`src/rtl/cp0_pkg.sv`:
```
// CP0 shared definitions: register numbers, SR/Cause field positions, exception codes.
package cp0_pkg;

    localparam logic [4:0] CP0_REG_SR    = 5'd12;
    localparam logic [4:0] CP0_REG_CAUSE = 5'd13;
    localparam logic [4:0] CP0_REG_EPC   = 5'd14;
    localparam logic [4:0] CP0_REG_PRID  = 5'd15;

    // SR field positions
    localparam int unsigned SR_IE_BIT  = 0;
    localparam int unsigned SR_EXL_BIT = 1;
    localparam int unsigned SR_IM_LSB  = 10;

    // Cause field positions
    localparam int unsigned CAUSE_EXC_LSB = 2;
    localparam int unsigned CAUSE_IP_LSB  = 10;
    localparam int unsigned CAUSE_BD_BIT  = 31;

    typedef enum logic [4:0] {
        ExcInt  = 5'd0,
        ExcAdEL = 5'd4,
        ExcAdES = 5'd5,
        ExcRI   = 5'd10,
        ExcOv   = 5'd12
    } exc_code_e;

    localparam logic [31:0] EXC_HANDLER_PC = 32'h0000_4180;

endpackage

```
`src/rtl/cp0_req_arb.sv`:
```
// CP0 request arbiter: masks interrupts/exceptions against SR and picks the ExcCode to record.
module cp0_req_arb
    import cp0_pkg::*;
(
    input  logic       reset_i,
    input  logic [5:0] hw_int_i,
    input  logic [5:0] sr_im_i,
    input  logic       sr_ie_i,
    input  logic       sr_exl_i,
    input  logic [4:0] exc_code_i,
    output logic       int_req_o,
    output logic       exc_req_o,
    output logic       req_o,
    output logic [4:0] exc_code_next_o
);

    // Interrupt wins over a synchronous exception; EXL masks both.
    always_comb begin
        int_req_o       = (|(hw_int_i & sr_im_i)) & sr_ie_i & ~sr_exl_i;
        exc_req_o       = (exc_code_i != 5'd0) & ~sr_exl_i;
        req_o           = ~reset_i & (int_req_o | exc_req_o);
        exc_code_next_o = int_req_o ? ExcInt : exc_code_i;
    end

endmodule

```
`src/rtl/cp0_unit.sv`:
```
// Coprocessor 0 for the M stage: SR/Cause/EPC, mfc0/mtc0/eret and exception request.
// Optional feature: define CP0_PRID_EN to make register 15 return PRID_VALUE.
module cp0_unit
    import cp0_pkg::*;
#(
    parameter logic [31:0] PRID_VALUE = 32'h4A55_4C59
) (
    input  logic        clk,
    input  logic        reset,
    input  logic [4:0]  A1,
    input  logic [4:0]  A2,
    input  logic [31:0] DIn,
    input  logic        WE,
    input  logic [31:0] PC,
    input  logic        BDIn,
    input  logic [4:0]  ExcCodeIn,
    input  logic [5:0]  HWInt,
    input  logic        EXLClr,
    output logic [31:0] DOut,
    output logic [31:0] EPCOut,
    output logic        Req
);

    logic [5:0]  sr_im_q, sr_im_d;
    logic        sr_exl_q, sr_exl_d;
    logic        sr_ie_q, sr_ie_d;
    logic        cause_bd_q, cause_bd_d;
    logic [5:0]  cause_ip_q, cause_ip_d;
    logic [4:0]  cause_exc_q, cause_exc_d;
    logic [29:0] epc_q, epc_d;  // EPC is always word-aligned; only [31:2] is stored

    logic        int_req;
    logic        exc_req;
    logic [4:0]  exc_code_next;
    logic [29:0] pc_word;

    cp0_req_arb u_req_arb (
        .reset_i         (reset),
        .hw_int_i        (HWInt),
        .sr_im_i         (sr_im_q),
        .sr_ie_i         (sr_ie_q),
        .sr_exl_i        (sr_exl_q),
        .exc_code_i      (ExcCodeIn),
        .int_req_o       (int_req),
        .exc_req_o       (exc_req),
        .req_o           (Req),
        .exc_code_next_o (exc_code_next)
    );

    // Delay-slot victims resume at the branch: back up one word.
    assign pc_word = PC[31:2] - {29'd0, BDIn};

    // Next-state: exception entry beats mtc0 and eret in the same cycle.
    always_comb begin
        sr_im_d     = sr_im_q;
        sr_exl_d    = sr_exl_q;
        sr_ie_d     = sr_ie_q;
        cause_bd_d  = cause_bd_q;
        cause_ip_d  = HWInt;
        cause_exc_d = cause_exc_q;
        epc_d       = epc_q;
        if (Req) begin
            sr_exl_d    = 1'b1;
            cause_bd_d  = BDIn;
            cause_exc_d = exc_code_next;
            epc_d       = pc_word;
        end else begin
            if (WE) begin
                case (A2)
                    CP0_REG_SR: begin
                        sr_im_d  = DIn[SR_IM_LSB +: 6];
                        sr_exl_d = DIn[SR_EXL_BIT];
                        sr_ie_d  = DIn[SR_IE_BIT];
                    end
                    CP0_REG_EPC: epc_d = DIn[31:2];
                    default: ;
                endcase
            end
            if (EXLClr) begin
                sr_exl_d = 1'b0;
            end
        end
    end

    // State registers with synchronous reset.
    always_ff @(posedge clk) begin
        if (reset) begin
            sr_im_q     <= '0;
            sr_exl_q    <= 1'b0;
            sr_ie_q     <= 1'b0;
            cause_bd_q  <= 1'b0;
            cause_ip_q  <= '0;
            cause_exc_q <= '0;
            epc_q       <= '0;
        end else begin
            sr_im_q     <= sr_im_d;
            sr_exl_q    <= sr_exl_d;
            sr_ie_q     <= sr_ie_d;
            cause_bd_q  <= cause_bd_d;
            cause_ip_q  <= cause_ip_d;
            cause_exc_q <= cause_exc_d;
            epc_q       <= epc_d;
        end
    end

    // mfc0 read mux; forced to zero while reset is asserted.
    always_comb begin
        DOut = '0;
        if (!reset) begin
            case (A1)
                CP0_REG_SR: begin
                    DOut[SR_IM_LSB +: 6] = sr_im_q;
                    DOut[SR_EXL_BIT]     = sr_exl_q;
                    DOut[SR_IE_BIT]      = sr_ie_q;
                end
                CP0_REG_CAUSE: begin
                    DOut[CAUSE_BD_BIT]         = cause_bd_q;
                    DOut[CAUSE_IP_LSB +: 6]    = cause_ip_q;
                    DOut[CAUSE_EXC_LSB +: 5]   = cause_exc_q;
                end
                CP0_REG_EPC: DOut = {epc_q, 2'b00};
`ifdef CP0_PRID_EN
                CP0_REG_PRID: DOut = PRID_VALUE;
`endif
                default: ;
            endcase
        end
    end

    assign EPCOut = {epc_q, 2'b00};

    // Low address bits are discarded by design.
`ifdef CP0_PRID_EN
    logic unused_bits;
    assign unused_bits = ^{DIn[1:0], PC[1:0], exc_req};
`else
    logic unused_bits;
    assign unused_bits = ^{DIn[1:0], PC[1:0], exc_req, PRID_VALUE};
`endif

endmodule

```
`config.mk`:
```
export PLATFORM = sky130hd
export DESIGN_NAME = cp0_unit
export DESIGN_NICKNAME = d
export VERILOG_FILES = /design/src/rtl/cp0_pkg.sv /design/src/rtl/cp0_req_arb.sv /design/src/rtl/cp0_unit.sv
export SDC_FILE = /design/constraint.sdc
export NUM_CORES = 1
export LEC_CHECK = 0
export ABC_AREA = 1
export BUFFER_PORTS_ARGS = -buffer_cell sky130_fd_sc_hd__buf_2
export CAP_MARGIN = 30
export CORE_MARGIN = 4
export CORE_UTILIZATION = 40
export CTS_CLUSTER_DIAMETER = 100
export DETAILED_ROUTE_END_ITERATION = 8
export GPL_ROUTABILITY_DRIVEN = 0
export PLACE_DENSITY = 0.69
export SLEW_MARGIN = 20
export SYNTH_ARGS = -nofsm -noshare
export SYNTH_HDL_FRONTEND = slang
export SYNTH_HIERARCHICAL = 1
export SYNTH_SLANG_ARGS = --single-unit
```
`constraint.sdc`:
```
create_clock -name clk -period 4.7 [get_ports clk]
set_input_delay 0.94 -clock clk [delete_from_list [all_inputs] [get_ports clk]]
set_output_delay 0.94 -clock clk [all_outputs]
set_load 0.02 [all_outputs]
```
==> results by stage, run 1 <==
STA:
- In the finished design, the share of the clock period the worst path needs comes to 73.1%.
- Setup violations remaining at the end of the flow were counted as 0.
- Setup total negative slack on the finished layout was measured at 0 ns.
- The hold violation total from the final report is 0.
- The maximum frequency from static timing analysis is 0.291 GHz.
- The final critical-path required period is 3.44 ns.
- The total count of max-transition violations in the final report was 0.
- The setup clock skew after layout is 0.00383 ns.
- Setup repair after global routing left no endpoint under its margin.
- The actual slew at the worst max-slew pin is 0.849 ns.
- The headroom to the max-slew limit is 43.3%.

Setup path:
- The number of cells on the critical path is 6.
- The endpoint identified for the worst register-to-register timing path is epc_q[1].
- The number of buffers and inverters on the critical path is 4.
- The highest cell delay on the worst timing path is 0.43 ns.
- The worst setup slack for register-to-register paths is 2.29 ns.
- STA classifies the critical path startpoint as an input pin.
- The family with the most delay on the worst path is buffers and inverters.
- The slowest stage cell on the critical path is nand3_1.
- The number of cells traversed by the worst register-to-register path is 12.
- The kind of critical path is in -> out.
- The critical path data required time is 3.76 ns.
- The endpoint arrival time on the critical path is 2.50 ns.
- The startpoint identified for the worst register-to-register timing path is sr_im_q[4].
- The endpoint class of the critical path is an output pin.
- The most repeated library cell on the critical path is buf_2.
- Of all nets on the critical path, the largest fanout is 17.
- Walking the worst path, the cells encountered are buf_2, inv_1, nand3_1, buf_4, nor3_1, buf_2.

Layout:
- For this run, the post-layout net count is 829.
- The post-layout instance count excluding filler cells is 846.
- The fraction of final layout cells with drive strength greater than 1 is 25.1%.
- The area growth from synthesis to layout is 25.5%.
- The end-of-flow core utilization is 51.3%.
- The finished cells cover 4430 sq um.
- The library cells used most frequently in the layout, excluding fill and tap cells, are buf_2 (150), nand2_1 (129), nor2_1 (124).
- The library cell used most frequently in the layout, excluding fill and tap cells, is buf_2.
- 0 antenna diodes ended up in the layout.
- Across the whole layout, storage elements account for 1000 sq um.
- The multi-input combinational cells in the finished layout cover a total of 2050 sq um.
- Fill cells in the final layout number 918.

Placed design:
- The HPWL after detailed placement is 9420 um.
- Once placement finished, the instance area stood at 4330 sq um.
- The count of input and output buffers is 150.
- The number of instances in the placed design is 838.

Floorplan:
- Pin placement for this block handled 155 I/O pins.
- The floorplan has 34 rows.
- In this run the standard cell core region covers 8640 sq um.
- The horizontal die dimension is 102 um.
- Once the floorplan was initialized, standard cells occupied 40.9% of the core.
- The die covers 10,400 sq um.
- The die span in y is 102 um.

Hold path:
- The worst-case hold path end point is cause_exc_q[3].
- Along the worst hold path, the cell count comes to 2.
- The worst hold path begins at cause_exc_q[3].
- The tightest min-delay check is of the reg -> reg type.

GRT:
- Entering global routing, the biggest net connects 39 pins.
- For this run, global-route usage on met3 was measured as 2.46%.
- The first-pass GRT wire length is 18,400 um.
- The met1 usage is 33.2%.
- The total overflow left after global routing is 0.
- The via count of the first global-routing pass is 3,848.
- In this run the most used layer during global routing was met2.
- The combined global-route utilization of all metal layers is 22.2%.
- The initial antenna violation count is 0.
- The met2 usage in global routing is 34.0%.

Clocking:
- The tree is rooted in a clkbuf_8.
- The CTS H-tree depth is 2.
- For the worst-skew pair, the clock arrives at the later sink with an insertion delay of 0.30 ns.
- Clock tree synthesis inserted a total of 5 buffers.
- The post-cts gate resize count is 0.
- The number of hold-repair buffers added at the cts stage is 0.
- The TritonCTS clock tree is done.
- The maximum number of buffers from clock root to sink is 2.
- The buffers inserted during post-CTS setup optimization is 0.
- The clock sink count is 50.
- The post-CTS clock slew at the launch and capture registers of the worst setup and hold paths is 0.09 ns.

Route:
- The post-detailed-routing wire length is 11,900 um.
- The average wire per cell in the routed design is 14.0 um.
- Across all layers, the routed design uses 4,262 vias.
- The number of vias per cell is 5.04.
- The violation count after the first detailed-routing iteration is 214.
- The detail route stage leaves a number of antenna-violating nets equal to 0.
- The number of DRC violations after detailed routing is 0.
- The detailed-router iteration count before antenna repair is 5.

Power:
- Across the VDD grid, the largest voltage drop is 0.0989 mV.
- In this run the power density over the cells is 226 nW/um^2.
- In this run the static leakage power is 2.31 nW.

Logic synthesis:
- The post-synth design cell area is 3530 sq um.
- Each instance of the synthesized netlist takes up on average 5.89 sq um.
- The number of instances in the synthesized netlist is 599.
- For this run, the number of Yosys warnings is 6.

Job:
- Across the run, the number of max-cap violations was 0.

Status:
- The run finished with clean final reports.
[worst max-delay path by stage]
stage | start | to | slack [ns]
6_report | A1[4] | DOut[27] | 1.26
5_1_grt | A1[4] | DOut[27] | 1.11
4_1_cts | A1[4] | DOut[27] | 1.30
3_5_place_dp | A1[4] | DOut[27] | 1.30
3_3_place_gp | A1[4] | DOut[27] | 1.36
2_1_floorplan | A1[0] | DOut[27] | 1.68
[per-stage QoR]
step	setup slack (ns)	hold WS (ns)	power, mW
CTS	1.30	0.474	1.01
floorplan	1.68	0.434	0.634
global placement	1.36	0.446	0.737
global route	1.11	0.494	1.05
finish	1.26	0.466	1.00
detailed placement	1.30	0.460	0.741
[registers in the layout (all words and copies together), names as in the netlist]
register,count
cause_exc_q,5
sr_exl_q,1
cause_bd_q,1
cause_ip_q,6
sr_im_q,6
epc_q,30
sr_ie_q,1
[metal layers]
| metal | part of all wire (%) | vias up |
|---|---|---|
| met1 | 46 | 1893 |
| met4 | 1.3 | 0 |
| met2 | 43 | 196 |
| met5 | 0 | - |
| met3 | 9.1 | 13 |
| li1 | - | 2160 |
[final cells by class]
class / count / share of cell area [%]
repair buffers: 156 / 18.0
well taps: 108 / 3.05
clock buffers: 6 / 1.86
multi-input cells: 432 / 46.4
clock inverters: 2 / 0.282
flip-flops and latches: 50 / 22.6
inverters: 92 / 7.88
[tightest hold or removal path: stages, from the launching register on]
cell and delay (ns):
dfxtp_1 0.31, inv_1 0.06, a21oi_1 0.06
[power breakdown]
group | internal, mW | switching [mW] | leakage, nW
clock network | 0.119 | 0.147 | 0.0472
logic | 0.0906 | 0.169 | 1.85
registers | 0.455 | 0.0199 | 0.413
total | 0.664 | 0.336 | 2.31
Power figures use the tool's default switching activity.
==> run 2: changes to the inputs <==
--- a/config.mk
+++ b/config.mk
@@ -5,7 +5,7 @@
 export SDC_FILE = /design/constraint.sdc
 export NUM_CORES = 1
 export LEC_CHECK = 0
-export ABC_AREA = 1
+export ABC_AREA = 0
 export BUFFER_PORTS_ARGS = -buffer_cell sky130_fd_sc_hd__buf_2
 export CAP_MARGIN = 30
 export CORE_MARGIN = 4
@@ -13,7 +13,7 @@
 export CTS_CLUSTER_DIAMETER = 100
 export DETAILED_ROUTE_END_ITERATION = 8
 export GPL_ROUTABILITY_DRIVEN = 0
-export PLACE_DENSITY = 0.69
+export PLACE_DENSITY = 0.71
 export SLEW_MARGIN = 20
 export SYNTH_ARGS = -nofsm -noshare
 export SYNTH_HDL_FRONTEND = slang
==> constraint.sdc (replaced) <==
create_clock -name clk -period 3.2 [get_ports clk]
set_input_delay 0.64 -clock clk [delete_from_list [all_inputs] [get_ports clk]]
set_output_delay 0.64 -clock clk [all_outputs]
set_load 0.02 [all_outputs]
==> results by stage, run 2 <==
Setup path:
- The number of cells traversed by the worst register-to-register path is 8.
- The worst setup path is captured at an output pin.
- In this run the critical register-to-register path is captured at epc_q[28].
- The startpoint type of the worst setup path is an input pin.
- The worst setup path is of the in -> out kind.
- The worst register-to-register path begins at sr_im_q[3].
- The worst setup slack for register-to-register paths is 0.90 ns.
- Data on the critical path arrives at its endpoint at 2.08 ns.
- STA puts the critical path data required time at 2.56 ns.
- Of all nets on the critical path, the largest fanout is 15.

Clocking:
- The clock reaches the later pin of the worst-skew pair after 0.31 ns.
- No sink is reached through more buffers than the 2 on the longest clock path.
- The number of hold-repair buffers added at the cts stage is 0.
- The number of buffers added by the clock tree synthesis step is 5.
- The clock sink count is 50.
- The buffers inserted during post-CTS setup optimization is 0.
- Clock-pin slew was measured on the worst setup and hold paths at 0.10 ns.
- The post-cts gate resize count is 0.
- The CTS H-tree depth is 2.
- The tree is rooted in a clkbuf_8.
- The TritonCTS clock tree is done.

Floorplan:
- During I/O placement, the number of pins put on the boundary was 155.
- The floorplan has 32 rows.
- In this run the standard cell core region covers 7730 sq um.
- The die span in y is 97.2 um.
- From left edge to right edge, the die measures 97.2 um.
- The initial utilization of the core area, before any placement, comes to 41.2%.
- The die outline area is 9450 sq um.

GRT:
- Entering global routing, the biggest net connects 43 pins.
- The combined global-route utilization of all metal layers is 21.9%.
- The via count of the first global-routing pass is 3,405.
- The initial antenna violation count is 0.
- After global routing the overflow that remains totals 0.
- The first-pass GRT wire length is 17,200 um.

Logic synthesis:
- After synthesis the netlist holds a flip-flop and latch count of 50.
- The count of unique library cells instantiated by Yosys is 57.
- The sequential area share after synthesis is 31.4%.
- The most common cell in the synthesized netlist is dfxtp_1.
- The number of instances in the synthesized netlist is 378.
- Summing every instance area after synthesis gives 3180 sq um.
- By count the netlist is led by dfxtp_1 (50), a211oi_1 (40), nor2_1 (37).
- Each instance of the synthesized netlist takes up on average 8.42 sq um.
- The synthesized design devotes to its leading area cell type 31.4% of total area.
- The most frequently used flop master after synthesis is dfxtp_1.
- The cell type with the largest total area after synthesis is dfxtp_1.
- The number of enable-type register cells in the synthesized netlist is 0.
- The share of synthesized registers carrying an async set or reset is 0%.
- After synthesis, the cell types taking the most area are dfxtp_1 (31%), a211oi_1 (9.4%), and3_1 (5.1%).
- For this run, the number of Yosys warnings is 6.

STA:
- The setup TNS after final layout is 0 ns.
- Setup repair after global routing left no endpoint under its margin.
- Clock skew on the completed layout was measured at 0.0178 ns.
- The total count of max-transition violations in the final report was 0.
- In this run the tightest slew margin relative to its limit is 58.0%.
- The count of endpoints failing setup in the final report is 0.
- The portion of the clock cycle consumed by the worst path in the final layout is 85.0%.
- The hold violation total from the final report is 0.
- The actual slew at the worst max-slew pin is 0.625 ns.
- For the finished layout, the period the worst path requires is 2.72 ns.
- Static timing analysis puts the maximum clock frequency at 0.368 GHz.

Layout:
- In the layout the commonest cells are buf_2 (150), dfxtp_1 (50), a211oi_1 (40).
- The register with the most flip-flops is epc_q.
- The flip-flop count of the largest register after layout is 30.
- The net count of the finished layout is 614.
- The number of antenna diodes is 0.
- The filler cells instantiated in the layout total 762.
- Leaving out fill and tap cells, the most frequent cell in the layout is buf_2.
- The area used by multi-input combinational logic is 2040 sq um.
- The fraction of final layout cells with drive strength greater than 1 is 37.1%.
- From synthesis to final layout, the design area changed by 30.6%.
- The largest registers in the layout are epc_q x30, cause_ip_q x6, sr_im_q x6.
- Across the whole layout, storage elements account for 1000 sq um.

Placed design:
- The count of input and output buffers is 150.
- The detailed-placement wirelength estimate is 8100 um.

Power:
- The total leakage power is 1.85 nW.
- Sequential cells burn 48.6% of the power.
- Cell internal power was estimated by the tool at 0.969 mW.
- The total power density per cell area is 347 nW/um^2.
- The switching power total is 0.474 mW.
- Combinational logic is responsible for 23.4% of the overall power.
- The clock network is responsible for 28.1% of the overall power.
- The worst voltage drop across the vdd grid is 0.166 mV.
- The overall power after layout is 1.44 mW.
- Of the total power, the share spent switching nets is 32.8%.

Route:
- The detailed-router iteration count before antenna repair is 5.
- The first routing iteration left 147 violations.
- The number of nets with antenna violations after routing is 0.
- The routed layout has 3,573 vias.
- The number of vias per cell is 5.72.
- In the routed design, unresolved DRC markers number 0.
- Dividing the detail-routed wire length by the instance count gives 17.1 um.
- The post-detailed-routing wire length is 10,700 um.

Hold path:
- The worst hold path passes through 2 cells.
- For hold timing, the worst endpoint is cause_exc_q[0].
- The class of the worst hold path is reg -> reg.
- The start point of the worst hold path is cause_exc_q[0].

Status:
- The flow ran to the end, and the final reports show no timing, DRC or antenna violations.

Job:
- The number of maximum-capacitance constraint violations is 0.
==> run 2: cell types whose count changed in the layout (fill, tap and decap cells not counted), sizes merged, moves of 23 or more <==
cell,before,now
nand2,131,7
nor2,132,37
inv,90,8
o21ai,44,6
a211oi,3,40
a21oi,33,3
and3,0,26
and2,1,24
==> run 2: kinds of logic after synthesis <==
logic type	Yosys count	share of synthesized area, %
AO/OA/AOI/OAI	97	23.7
XOR/XNOR	12	3.30
adder cells (fa/ha/maj)	2	0.786
buffers and inverters	36	4.72
flip-flops	50	31.4
multiplexers	13	4.09
other	1	0.118
AND/OR/NAND/NOR	167	31.8
==> run 2: routing by layer <==
metal	vias up	wire length [um]	track usage (%)
li1	1736	-	-
met1	1683	4700	28.8
met2	141	5010	35.7
met3	13	823	4.88
met4	0	159	6.82
met5	-	0	0
==> run 2: critical path, cell delays in order <==
cell and delay [ns]:
buf_2 0.09, nand3b_1 0.21, nor3b_1 0.35, nor2b_1 0.24, buf_4 0.24, and2_1 0.15, buf_2 0.16
==> run 2: worst max-delay path by stage <==
stage | startpoint | to
6_report | A1[4] | DOut[17]
5_1_grt | A1[4] | DOut[26]
4_1_cts | A1[4] | DOut[9]
3_5_place_dp | A1[4] | DOut[9]
3_3_place_gp | A1[4] | DOut[23]
2_1_floorplan | A1[4] | DOut[21]
==> run 2: area by class of cell <==
type | instances | share of cell area [%]
Clock inverter | 3 | 0.632
Sequential cell | 50 | 24.1
Clock buffer | 5 | 1.65
Timing Repair Buffer | 166 | 20.9
Inverter | 6 | 0.541
Multi-Input combinational cell | 293 | 49.1
Tap cell | 102 | 3.07
==> run 2: through the flow <==
step,util [%],setup slack (ns),instance area [sq um],instances,hold WS [ns]
floorplan,-,0.590,3190,379,0.461
global placement,52.6,0.527,4070,617,0.475
detailed placement,52.6,0.499,4070,617,0.484
CTS,53.8,0.474,4160,625,0.512
global route,53.8,0.294,4160,625,0.547
finish,53.8,0.481,4160,625,0.508
==> run 2: power by group through the flow <==
stage | registers, mW | clock network (mW) | logic, mW
finish | 0.701 | 0.405 | 0.337
global placement | 0.713 | 0 | 0.331
floorplan | 0.747 | 0 | 0.149
global route | 0.707 | 0.438 | 0.368
detailed placement | 0.714 | 0 | 0.336
CTS | 0.701 | 0.419 | 0.337
==> run 3: changes to the inputs <==
--- a/config.mk
+++ b/config.mk
@@ -13,7 +13,7 @@
 export CTS_CLUSTER_DIAMETER = 100
 export DETAILED_ROUTE_END_ITERATION = 8
 export GPL_ROUTABILITY_DRIVEN = 0
-export PLACE_DENSITY = 0.71
+export PLACE_DENSITY = 0.74
 export SLEW_MARGIN = 20
 export SYNTH_ARGS = -nofsm -noshare
 export SYNTH_HDL_FRONTEND = slang
==> constraint.sdc (replaced) <==
create_clock -name clk -period 2.2 [get_ports clk]
set_input_delay 0.44 -clock clk [delete_from_list [all_inputs] [get_ports clk]]
set_output_delay 0.44 -clock clk [all_outputs]
set_load 0.02 [all_outputs]
==> results by stage, run 3 (synthesis gave the netlist of run 2 again) <==
Route:
- The number of nets with antenna violations after routing is 0.
- The post-detailed-routing wire length is 10,600 um.
- The detailed-router iteration count before antenna repair is 6.
- The number of vias per cell is 5.70.
- After detailed routing, the average wire length per cell comes to 16.5 um.
- The final route contains 3,683 vias.
- In this run, the number of DRC markers left after iteration 0 of detailed routing was 170.
- After detailed routing, the number of remaining DRC violations is 0.

STA:
- Setup repair after global routing could not meet its margin everywhere.
- The worst path needs 2.11 ns of the cycle, external delays included.
- The hold violation total from the final report is 0.
- In the final timing run, aggregate negative setup slack is 0 ns.
- The total count of max-transition violations in the final report is 0.
- The final critical path takes up 96.1% of the cycle.
- Hold is met by 0.362 ns.
- Setup violations remaining at the end of the flow were counted as 0.
- The final worst-path setup slack is 0.0857 ns.
- The maximum frequency from static timing analysis is 0.473 GHz.
- The clock arrives with 0.0123 ns of skew.

Layout:
- The area used by multi-input combinational logic is 2060 sq um.
- The largest registers in the layout are epc_q x30, cause_ip_q x6, sr_im_q x6.
- Counting the fill cells in the layout gives 732.
- The count of nets after finishing is 635.
- The flip-flop count of the largest register after layout is 30.
- The area growth from synthesis to layout is 38.2%.
- The number of antenna diodes is 0.
- The register with the most flip-flops is epc_q.
- The area taken by flip-flops and latches is 1010 sq um.
- Leaving out filler cells and counting taps, the final layout contains 646.
- The library cells used most frequently in the layout, excluding fill and tap cells, are buf_2 (149), dfxtp_1 (46), a211oi_1 (40).
- The fraction of final layout cells with drive strength greater than 1 is 40.8%.
- The end-of-flow core utilization is 56.9%.
- The post-route cell area is 4400 sq um.
- The library cell used most frequently in the layout, excluding fill and tap cells, is buf_2.

GRT:
- Global routing consumed, on the met1 layer, 27.7% of the routing resources.
- The initial antenna violation count came to 0.
- The first-pass GRT wire length is 17,500 um.
- The via count of the first global-routing pass came to 3,620.
- Entering global routing, the biggest net connects 37 pins.
- Global routing consumed, over all layers together, 21.9% of the routing resources.
- The met3 usage is 4.88%.
- The global-route congestion overflow total is 0.
- met2 is the most crowded layer.
- Global routing consumed, on the met2 layer, 37.2% of the routing resources.

Placed design:
- Port buffering added 150 buffers.
- The worst slack at placement is -0.0853 ns.
- The post-placement cell area is 4270 sq um.
- Detailed placement finished with a half-perimeter wire length of 8400 um.
- The number of placed instances, taps included, is 638.

Clocking:
- The number of buffers added by the clock tree synthesis step is 5.
- Clock-pin slew was measured on the worst setup and hold paths at 0.10 ns.
- The root buffer cell chosen for the clock tree is clkbuf_8.
- The worst-skew pair later-pin latency is 0.31 ns.
- The clock tree synthesis step divided the H-tree into 2 levels.
- The longest clock path from root to sink contains 2 buffers.
- The TritonCTS clock tree is done.
- The number of hold-repair buffers added at the cts stage is 0.
- CTS saw 50 sinks.
- Once the clock tree was built, the setup fixing pass inserted 0 buffers.

Power:
- The total power density per cell area is 506 nW/um^2.
- For this design the static power due to leakage is 1.98 nW.
- Across the VDD grid, the largest voltage drop is 0.291 mV.
- The overall power after layout is 2.23 mW.

Floorplan:
- The die outline area is 9450 sq um.
- For this design the top-level I/O count stands at 155.
- The floorplan step defined a core boundary enclosing 7730 sq um.
- The starting density of the core is 41.2%.
- In this run the vertical extent of the chip is 97.2 um.
- Row generation in the floorplan step produced 32 rows.
- In this run the horizontal extent of the chip is 97.2 um.

Setup path:
- The worst setup path is launched from a flip-flop.
- The critical path data required time is 1.76 ns.
- The worst setup path is captured at an output pin.
- Data on the critical path arrives at its endpoint at 1.67 ns.
- The critical path is of the reg -> out type.
- The worst setup slack for register-to-register paths is 0.09 ns.
- Along the worst path, the maximum fanout reaches 7.

Hold path:
- The tightest min-delay check is of the in -> reg type.

Job:
- Across the run, the number of max-cap violations was 0.

Status:
- The flow ran to the end, and the final reports show no timing, DRC or antenna violations.
[run 3: cell count changes in the layout (fill, tap and decap cells not counted), sizes merged]
cell and change:
buf +21, bufinv +1, clkinv -1
[run 3: cell type report]
cell class / count / area share, %
clock buffer: 5 / 1.56
clock inverter: 3 / 1.08
inverter: 6 / 0.512
multi-input combinational: 293 / 46.8
sequential: 50 / 22.9
tap: 102 / 2.90
timing repair buffer: 187 / 24.3
[run 3: critical path: stages, from the launching register on]
cell,delay [ns]
dfxtp_2,0.35
a22oi_1,0.08
a311o_2,0.41
inv_2,0.06
o21ba_4,0.15
buf_4,0.15
buf_4,0.15
[run 3: worst paths after layout]
check                       from        endpoint  cells past startpoint
setup / recovery      sr_im_q[3]             Req                      6
hold / removal          HWInt[0]   cause_ip_q[0]                      2
setup reg to reg      sr_im_q[3]       epc_q[28]                      8
hold reg to reg   cause_exc_q[4]  cause_exc_q[4]                      2
[run 3: what timing repair did]
item / in CTS / in global routing
gates resized for setup: 1 / 6
pin swaps: 0 / 1
setup endpoints to repair: 17 / 20
[run 3: power breakdown]
group	internal (mW)	leakage, nW	switching [mW]
clock network	0.348	0.0591	0.343
logic	0.222	1.50	0.292
registers	0.970	0.415	0.0512
total	1.54	1.98	0.686
[run 3: per-layer routing]
layer	routed length (um)	vias to the layer above	part of all wire [%]
met1	4380	1743	41
met5	0	-	0
met2	5210	153	49
met4	180	0	1.7
li1	-	1773	-
met3	871	14	8.2
